[config.mk]
export PLATFORM = sky130hd
export DESIGN_NAME = machine_timer_flat
export DESIGN_NICKNAME = d
export VERILOG_FILES = /design/src/rtl/machine_timer_if.sv /design/src/rtl/machine_timer.sv /design/src/flat_wrapper.sv
export SDC_FILE = /design/constraint.sdc
export NUM_CORES = 1
export LEC_CHECK = 0
export ABC_AREA = 1
export CAP_MARGIN = 0
export CORE_ASPECT_RATIO = 0.75
export CORE_MARGIN = 2
export CORE_UTILIZATION = 35
export DETAILED_ROUTE_END_ITERATION = 12
export PLACE_DENSITY = 0.61
export SYNTH_ARGS = -nofsm -noshare
export SYNTH_HDL_FRONTEND = slang
export SYNTH_SLANG_ARGS = --single-unit
[constraint.sdc]
create_clock -name clk -period 2 [get_ports clk]
set_clock_uncertainty 0.1 [all_clocks]
set_input_delay 0.4 -clock clk [delete_from_list [all_inputs] [get_ports clk]]
set_output_delay 0.4 -clock clk [all_outputs]
set_load 0.01 [all_outputs]
[src/rtl/machine_timer_if.sv]
// Bus between the machine timer and its host: count/load controls and compare value in,
// counter value, tick pulse and interrupt request out.
interface machine_timer_if;
  logic        en;
  logic        load;
  logic [31:0] data_in;
  logic [31:0] mtimecmp;
  logic        cmp_load;
  logic [31:0] mtime;
  logic        tick;
  logic        timer_irq;

  // Host side: drives controls and compare value, observes counter and interrupt.
  modport master (
    output en, load, data_in, mtimecmp, cmp_load,
    input  mtime, tick, timer_irq
  );

  // Timer side.
  modport slave (
    input  en, load, data_in, mtimecmp, cmp_load,
    output mtime, tick, timer_irq
  );
endinterface

[src/rtl/machine_timer.sv]
// Machine-mode timer: free-running 32-bit mtime with prescaler, software loadable,
// compared every cycle against mtimecmp to produce a registered level interrupt.
// Handshake: no valid/ready; load and cmp_load are single-cycle strobes sampled on
// the rising edge, and every output is a flop (no input-to-output combinational path).
module machine_timer #(
  parameter int unsigned PRESCALE = 1
) (
  input  logic           clk,
  input  logic           rst,
  machine_timer_if.slave bus
);

  localparam int unsigned PW = (PRESCALE > 1) ? $clog2(PRESCALE) : 1;
  localparam logic [PW-1:0] PRESC_LAST = PW'(PRESCALE - 1);

  logic [31:0]   mtime_q, mtime_d;
  logic [PW-1:0] presc_q, presc_d;
  logic          tick_q, tick_d;
  logic          irq_q, irq_d;

  // Next-state for counter, prescaler, tick; load wins over counting.
  always_comb begin
    mtime_d = mtime_q;
    presc_d = presc_q;
    tick_d  = 1'b0;
    if (bus.load) begin
      mtime_d = bus.data_in;
      presc_d = '0;
    end else if (bus.en) begin
      if (presc_q == PRESC_LAST) begin
        mtime_d = mtime_q + 32'd1;
        presc_d = '0;
        tick_d  = 1'b1;
      end else begin
        presc_d = presc_q + PW'(1);
      end
    end
  end

  // Interrupt compares the registered count; all-ones compare disables it and a
  // compare write masks it for one cycle so the new value is seen first.
  always_comb begin
    irq_d = (bus.mtimecmp != 32'hFFFF_FFFF) && (mtime_q >= bus.mtimecmp) && !bus.cmp_load;
  end

  // State registers with synchronous reset.
  always_ff @(posedge clk) begin
    if (rst) begin
      mtime_q <= '0;
      presc_q <= '0;
      tick_q  <= 1'b0;
      irq_q   <= 1'b0;
    end else begin
      mtime_q <= mtime_d;
      presc_q <= presc_d;
      tick_q  <= tick_d;
      irq_q   <= irq_d;
    end
  end

  assign bus.mtime     = mtime_q;
  assign bus.tick      = tick_q;
  assign bus.timer_irq = irq_q;

endmodule

[src/flat_wrapper.sv]
// flat-port wrapper written by rule: the top's interface ports become plain ports
module machine_timer_flat 
#(
  parameter int unsigned PRESCALE = 1
)
  (clk, rst, bus_en, bus_load, bus_data_in, bus_mtimecmp, bus_cmp_load, bus_mtime, bus_tick, bus_timer_irq);
  machine_timer_if bus_i ();
  input  logic clk;
  input  logic rst;
  input wire logic [$bits(bus_i.en)-1:0] bus_en;
  input wire logic [$bits(bus_i.load)-1:0] bus_load;
  input wire logic [$bits(bus_i.data_in)-1:0] bus_data_in;
  input wire logic [$bits(bus_i.mtimecmp)-1:0] bus_mtimecmp;
  input wire logic [$bits(bus_i.cmp_load)-1:0] bus_cmp_load;
  output wire logic [$bits(bus_i.mtime)-1:0] bus_mtime;
  output wire logic [$bits(bus_i.tick)-1:0] bus_tick;
  output wire logic [$bits(bus_i.timer_irq)-1:0] bus_timer_irq;
  assign bus_i.en = bus_en;
  assign bus_i.load = bus_load;
  assign bus_i.data_in = bus_data_in;
  assign bus_i.mtimecmp = bus_mtimecmp;
  assign bus_i.cmp_load = bus_cmp_load;
  assign bus_mtime = bus_i.mtime;
  assign bus_tick = bus_i.tick;
  assign bus_timer_irq = bus_i.timer_irq;
  machine_timer #(.PRESCALE(PRESCALE)) u_core (.clk(clk), .rst(rst), .bus(bus_i));
endmodule
==> qor.yml, run 1 <==
run_status: "completed"
critPathBufInv: 1
grt_pass1_vias: 3435
ir_drop_v: 0.000272
viasPerCell: 4.98
drive_gt1_share_pct: 7.26
design_area_sq_um: 4540
required_ns: 1.50
antenna_found_initial: 0
clk_pin_slew_ns: 0.06
synth_top_area_share_pct: 21.5
nFillCells: 943
yosysMostFrequentCell: "nand2_1"
yosys-top-cells-count: "nand2_1, inv_1, nor2_1"
dpl_cell_area_sq_um: 4370
fin_ws_ns: 0.0730
layout.cells.non_filler: 718
fmax_mhz: 519
pin_count: 103
combPwrFrac_pct: 24.6
synth_fp_nets: 602
startpoint: "u_core.bus.mtime[22]$_SDFFE_PP0P_"
arrival_ns: 1.43
p_per_area_nw_per_um2: 497
cts_tree: "built"
critPathMaxStageDelay_ns: 0.61
ys_ff_latch: 34
period_minus_slack_ns: 1.93
cts.sinks: 34
grt_first_pass_wirelength_microns: 17000
syn_inst: 500
crit_chain: "clkdlybuf4s50_1"
crit_type: "reg -> out"
cts_setup_buffers: 0
initial_core_util_pct: 35.5
dieWidth_microns: 114
rrSetupSlack_ns: 0.21
hold_viol: 0
cp_slowest_cell: "clkdlybuf4s50_1"
syn_area_sq_um: 3170
cap_violations: 0
syn_to_final_growth_pct: 43.1
first_pass_iters: 5
synth-edff-count: 0
die_area_sq_um: 9850
clk_latency_ns: 0.29
drt_iter0_drc: 162
path_max_fanout: 7
cts_hold_buffers: 0
synth_area_leaders: "dfxtp_1, nand2_1, ha_1"
p_switching_mw: 0.635
crit_family: "buffers and inverters"
antenna_cells: 0
place.gp.congestion: 0.864
vias: 3579
antenna_left: 0
ys_seq_area_share_pct: 21.5
avgRoutedWirePerCell_microns: 14.4
slew_headroom_pct: 76.3
sw_frac_of_total_pct: 28.1
grt-ovfl-total: 0
floorplan.die.height_microns: 86.5
wl_microns: 10300
setup_viol: 0
dpl.hpwl_microns: 8280
yosysTopAreaCell: "dfxtp_1"
hold_start: "u_core.bus.mtime[6]$_SDFFE_PP0P_"
numCtsBuffers: 5
cts_max_level: 2
num_rows: 30
p_leak_nw: 1.95
worstSetupStartpointType: "flip-flop"
hold_path.class: "reg -> reg"
grtUsageTotal_pct: 21.9
cts_max_path_buffers: 2
drc_errors: 0
root_buffer: "clkbuf_16"
pwr-share-seq_pct: 35.4
grt_start_max_net_pins: 32
synth.avg_cell_area_sq_um: 6.35
cp-end-kind: "output pin"
yosys_warnings: 0
timing.final.crit_share_pct: 96.4
cts-resized-gates: 0
clock_power_share_pct: 40.1
rsz0062_at_grt: "false"
r2r-start: "u_core.bus.mtime[0]$_SDFFE_PP0P_"
timing.hold.ws_ns: 0.485
finalPower_mw: 2.26
dp_cells: 710
yosys_most_used_dff: "dfxtp_1"
core-area_sq_um: 8930
synth_cell_types: 28
drv_slew: 0
p_int_mw: 1.62
worst_slew_pin_slew_ns: 0.355
synth-async-reset-ratio_pct: 0
portBuffers: 102
dp_slack_ns: -0.197
num-nets-final: 707
[layer usage]
metal  track usage [%]  share of wire, %
met5                 0                 0
met4              4.66              0.69
met3              5.17               6.9
met2              32.1                40
met1              32.5                52
[path summary, 6_finish.rpt]
kind                                       endpoint  cells after the start
setup / recovery                      bus_mtime[22]                      1
hold / removal     u_core.bus.mtime[6]$_SDFFE_PP0P_                      2
setup reg to reg  u_core.bus.mtime[22]$_SDFFE_PP0P_                      8
hold reg to reg    u_core.bus.mtime[6]$_SDFFE_PP0P_                      2
[placed cells by master, fill, tap and decap left out]
master           netlist  layout
buf_12                 0       2
nand4_1               13      13
dfxtp_1               34      34
a21oi_1               38      38
nor2_1                46      43
inv_1                 56      56
nor2_2                10      13
bufinv_16              0       1
xor2_1                 9       9
clkbuf_1               8       2
ha_1                  33      33
clkbuf_16              0       5
a22oi_1               23      23
nand2_2                5       6
xnor2_1                5       5
nand3_1                9       9
inv_2                  2       2
o21bai_1               2       2
nand3b_1              11      11
a31oi_1                6       6
nand2_4                1       1
buf_4                  2       7
a21o_1                 3       3
clkdlybuf4s50_1        0     102
o21ai_0                6       6
nand3_2                1       1
nor2_4                 6       6
o21a_1                 2       2
nand2_1              163     162
nor3_1                 1       1
nor3b_1                2       2
[metrics by stage]
stage                     TNS (ns)  util (%)
final                            0      50.8
after global routing             0      50.8
after CTS                        0      50.7
after detailed placement    -0.197      48.9
after global placement      -0.190      48.9
after floorplan                  0         -
[power groups by stage]
| stage | clock [mW] | sequential, mW | combinational [mW] |
|---|---|---|---|
| 4_1_cts | 0.910 | 0.798 | 0.555 |
| 3_5_place_dp | 0 | 0.812 | 0.551 |
| 2_1_floorplan | 0 | 0.805 | 0.240 |
| 5_1_grt | 0.942 | 0.807 | 0.622 |
| 3_3_place_gp | 0 | 0.812 | 0.541 |
| 6_report | 0.904 | 0.798 | 0.554 |
[worst min-delay path, stage by stage (launching register included)]
cell	delay, ns
dfxtp_1	0.37
nand2_1	0.09
a31oi_1	0.07
[layout make-up]
| class | instances | area, sq um | share of cell area [%] |
|---|---|---|---|
| timing repair buffer | 111 | 1110 | 24.5 |
| sequential | 34 | 681 | 15.0 |
| clock buffer | 7 | 133 | 2.92 |
| tap | 112 | 140 | 3.09 |
| multi-input combinational | 395 | 2220 | 49.0 |
| clock inverter | 1 | 30.0 | 0.662 |
| inverter | 58 | 218 | 4.80 |
[cells by family (layout without fill, tap and decap cells)]
family                   count (synthesis)  count (layout)  synth area share (%)
AO/OA/AOI/OAI                           80              80                  15.2
flip-flops                              34              34                  21.5
XOR/XNOR                                14              14                  3.86
adder cells (fa/ha/maj)                 33              33                  13.0
buffers and inverters                   71             177                  8.75
AND/OR/NAND/NOR                        268             268                  37.7
[registers in the layout (all words and copies together), names as in the netlist]
register              count
u_core.bus.timer_irq      1
u_core.bus.tick           1
u_core.bus.mtime         32
(Power assumes the default switching activity.)
==> run 2, diff against run 1 <==
- CTS_CLUSTER_SIZE: unset -> 30
==> results of run 2 <==
The final DEF is identical to that of run 1; final timing and power are the same.
